<file path="config.mk">
export PLATFORM = sky130hd
export DESIGN_NAME = seq_cascade_compare
export DESIGN_NICKNAME = d
export VERILOG_FILES = /design/src/rtl/seq_cascade_compare.sv
export SDC_FILE = /design/constraint.sdc
export NUM_CORES = 1
export LEC_CHECK = 0
export CELL_PAD_IN_SITES_DETAIL_PLACEMENT = 1
export CELL_PAD_IN_SITES_GLOBAL_PLACEMENT = 1
export CORE_ASPECT_RATIO = 1.2
export CORE_MARGIN = 1
export CORE_UTILIZATION = 33
export CTS_CLUSTER_SIZE = 20
export DETAILED_ROUTE_END_ITERATION = 8
export PLACE_DENSITY_LB_ADDON = 0.2
export SYNTH_ARGS = -nofsm -noshare
export SYNTH_HDL_FRONTEND = slang
export SYNTH_SLANG_ARGS = --single-unit
</file>
<file path="constraint.sdc">
create_clock -name iClk -period 1.5 [get_ports iClk]
set_input_delay 0.225 -clock iClk [delete_from_list [all_inputs] [get_ports iClk]]
set_output_delay 0.225 -clock iClk [all_outputs]
set_load 0.02 [all_outputs]
</file>
<file path="src/rtl/seq_cascade_compare.sv">
// seq_cascade_compare: nibble-serial WIDTH-bit magnitude comparator on the 4-bit cascade protocol; SEQ_CASCADE_COMPARE_SIGNED_EN selects two's-complement operands.
module seq_cascade_compare #(
  parameter int WIDTH = 16,
  localparam int NIBBLES = WIDTH / 4
) (
  input  logic             iClk,
  input  logic             iRst,
  input  logic             iStart,
  input  logic [WIDTH-1:0] iData_a,
  input  logic [WIDTH-1:0] iData_b,
  input  logic [2:0]       iData,
  output logic             oBusy,
  output logic             oDone,
  output logic [2:0]       oData
);
  localparam int IW = NIBBLES > 1 ? $clog2(NIBBLES) : 1;
  typedef enum logic [1:0] {IDLE, RUN, DONE} state_t;
  state_t           state;
  logic [WIDTH-1:0] a_q, b_q;
  logic [2:0]       res, nres, norm;
  logic [IW-1:0]    idx;
  logic             last;
  logic [3:0]       an, bn;
  // operands shift right each RUN cycle so the current nibble is always at [3:0]
  always_comb begin
    last = idx == IW'(NIBBLES - 1);
`ifdef SEQ_CASCADE_COMPARE_SIGNED_EN
    an = a_q[3:0] ^ {last, 3'b000};
    bn = b_q[3:0] ^ {last, 3'b000};
`else
    an = a_q[3:0];
    bn = b_q[3:0];
`endif
    nres = an > bn ? 3'b100 : an < bn ? 3'b010 : res;
    norm = (iData == 3'b100 || iData == 3'b010 || iData == 3'b001) ? iData : 3'b001;
  end
  always_ff @(posedge iClk) begin
    if (iRst) begin
      state <= IDLE;
      oBusy <= 1'b0;
      oDone <= 1'b0;
      oData <= 3'b000;
      idx   <= '0;
      res   <= 3'b001;
      a_q   <= '0;
      b_q   <= '0;
    end else begin
      oDone <= 1'b0;
      case (state)
        IDLE: if (iStart) begin
          a_q   <= iData_a;
          b_q   <= iData_b;
          res   <= norm;
          idx   <= '0;
          state <= RUN;
          oBusy <= 1'b1;
        end
        RUN: begin
          res <= nres;
          a_q <= a_q >> 4;
          b_q <= b_q >> 4;
          if (last) begin
            state <= DONE;
            oData <= nres;
            oDone <= 1'b1;
          end else idx <= idx + 1'b1;
        end
        DONE: begin
          state <= IDLE;
          oBusy <= 1'b0;
        end
        default: begin
          state <= IDLE;
          oBusy <= 1'b0;
        end
      endcase
    end
  end
endmodule

</file>
==> results_dict.tcl <==
set metrics [dict create \
    synth_edf_count 0 \
    grt_pass1_wl_um 7870 \
    ys_ff_latch 44 \
    yosysUniqueCellTypes 33 \
    arrival_ns 1.73 \
    numCtsBuffers 5 \
    fin_util_pct 46.7 \
    setup.worst_path.class "flip-flop to flip-flop" \
    start_util_pct 34.3 \
    cts_tree "done" \
    end_kind "flip-flop" \
    skew_ns 0.00646 \
    min_from "oData[0]" \
    dieArea_sq_um 6250 \
    die_x_um 72.3 \
    slowest_delay_ns 0.34 \
    grt_max_degree 45 \
    die_height_um 86.4 \
    cp.required_ns 1.69 \
    drv_cap 0 \
    finalInstanceArea_sq_um 2660 \
    hpwl_um 3190 \
    finalHoldViolCount 0 \
    syn2layout_area_growth_pct 36.0 \
    drive_above_1_share_pct 11.7 \
    clkSlewWorstSetupHoldPaths_ns 0.08 \
    rsz0062_at_grt "true" \
    worstSkewPairLatency_ns 0.29 \
    drtAntennaViolNets 0 \
    worst_setup_path_start_kind "flip-flop" \
    p_per_area_nw_per_um2 965 \
    n_antenna_cell 0 \
    place.gp.congestion 0.712 \
    synth_seq_area_share_pct 45.0 \
    place_area_sq_um 2530 \
    timing.final.crit_share_pct 103 \
    firstDrtPassIters 4 \
    hold_path_class "flip-flop to flip-flop" \
    worstPathCellList "inv_2 -> ha_4 -> nor2b_4 -> o211ai_1 -> a211oi_1 -> o31a_1" \
    io_pins 43 \
    antenna_found_initial 0 \
    synth_warnings 0 \
    violations "negative setup slack" \
    yosys-top-cells-area "dfxtp_1 45%, a311oi_1 11%, nand2_1 10%" \
    hold_depth 2 \
    rows 30 \
    pre_cts_ws_ns -0.120 \
    maxSlewHeadroom_pct 75.3 \
    synth_area_sq_um 1960 \
    total_power_mw 2.57 \
    clock_sinks 44 \
    htreeDepth 2 \
    post_drt_via_cell_ratio 4.96 \
    final_cells 362 \
    cts_root_buffer "clkbuf_8" \
    wl_um 4710 \
    fin_ws_ns -0.0409 \
    synthCells 238 \
    power.leakage_nw 1.08 \
    grt_pass1_vias 1732 \
    finalSetupViolCount 2 \
    hold_path_end "oData[0]" \
    r2r-end "res[2]" \
    slew_viol_final 0 \
    path_buf_inv 1 \
    async_flop_share_pct 0 \
    max_freq_mhz 649 \
    worstMarginPinSlew_ns 0.370 \
    syn_area_per_cell_sq_um 8.23 \
    crit_slowest_cell "dfxtp_2" \
    synth_top_area_cell "dfxtp_1" \
    core_area_sq_um 5710 \
    reg2reg_depth 6 \
    holdWs_ns 0.456 \
    rrSetupSlack_ns -0.04 \
    grt.total_usage_pct 16.0 \
    totalNegativeSetupSlack_ns -0.0590 \
    port_buffers 42 \
    critPathTopFamily "compound AO/OA/AOI/OAI gates" \
    dp_cells 353 \
    cts.path.max_buffers 2 \
    syn-num-nets 281 \
    fin_crit_ns 1.54 \
    wl_per_cell_um 13.0 \
    outcome "finished with violations" \
    overflow 0 \
    vias 1794 \
    vdd_drop_max_mv 0.398 \
    synth_ff_type "dfxtp_1" \
    drcViolationCount 0 \
    worstPathMaxFanout 4 \
    final_nets 324 \
    yosysTopAreaCellShare_pct 45.0 \
    reg2reg_from "b_q[1]" \
    drt-initial-drc-count 101 \
]
## logic make-up after synthesis
family | synth area share [%]
AND/OR/NAND/NOR | 23.7
AO/OA/AOI/OAI | 21.5
flip-flops | 45.0
buffers and inverters | 6.20
adder cells (fa/ha/maj) | 3.19
XOR/XNOR | 0.447
## area by class of cell
class | count | area, sq um
clock buffer | 6 | 82.6
clock inverter | 2 | 10.0
fill | 682 | 3040
inverter | 6 | 22.5
multi-input combinational | 169 | 986
sequential | 44 | 885
tap | 80 | 100
timing repair buffer | 55 | 577
## power by group
| group | internal [mW] | switching [mW] |
|---|---|---|
| clock network | 0.368 | 0.395 |
| logic | 0.271 | 0.238 |
| registers | 1.25 | 0.0474 |
## synth_stat cells, types with 2 or more instances
cell,instances
nand2b_1,2
o21ai_0,3
clkbuf_1,6
a22oi_1,9
buf_2,10
a311oi_1,24
nor3_1,4
a221oi_1,2
a21oi_1,9
o211ai_1,2
ha_1,5
a211oi_1,2
nand2_1,52
inv_1,6
dfxtp_1,44
buf_4,2
nor2_1,40
## per-layer routing
layer	up-vias	share of wire (%)	GRT usage, %	wire length, um
li1	920	-	-	-
met1	837	46	19.5	2160
met2	32	50	28.6	2370
met3	5	2.8	2.79	132
met4	0	1.0	4.28	48
met5	-	0	0	0
## how the worst max path moves through the flow
stage | from | cells past startpoint | to | slack, ns
6_report | b_q[1] | 6 | res[2] | -0.04
2_1_floorplan | b_q[1] | 6 | res[2] | 0.02
4_1_cts | b_q[1] | 6 | res[2] | -0.07
5_1_grt | b_q[1] | 6 | res[2] | -0.13
3_5_place_dp | b_q[1] | 6 | res[2] | -0.12
3_3_place_gp | iStart | 5 | res[0] | -0.1
## layout by cell type, fill, tap and decap left out, types with 2 or more instances in the layout
| master | instances |
|---|---|
| a21oi_1 | 9 |
| o211ai_1 | 2 |
| dlymetal6s2s_1 | 2 |
| a211oi_1 | 2 |
| ha_1 | 4 |
| nor3_1 | 4 |
| buf_12 | 4 |
| o21ai_0 | 3 |
| dfxtp_1 | 41 |
| a22oi_1 | 9 |
| inv_1 | 5 |
| a311oi_1 | 24 |
| dfxtp_2 | 3 |
| nor2b_4 | 2 |
| clkbuf_8 | 6 |
| clkdlybuf4s50_1 | 40 |
| nor2_1 | 39 |
| nand2_1 | 52 |
| nand2b_1 | 2 |
| buf_4 | 8 |
| a221oi_1 | 2 |
| clkinv_2 | 2 |
## flip-flops by register name, indices dropped and copies added, names as in the netlist
signal,cells
oBusy,1
b_q,16
a_q,16
oData,3
idx,2
state,2
oDone,1
res,3
## worst register-to-register path: stages, from the launching register on
cell and delay, ns:
dfxtp_2 0.34, inv_2 0.04, ha_4 0.21, nor2b_4 0.12
o211ai_1 0.31, a211oi_1 0.13, o31a_1 0.30
## timing repair
| item | in CTS | in global routing |
|---|---|---|
| resized for setup | 9 | 3 |
| pin swaps | 4 | 3 |
| hold buffers | 0 | 0 |
| setup buffers | 2 | 0 |
| endpoints found under the setup margin | 6 | 12 |
(Power assumes the default switching activity.)
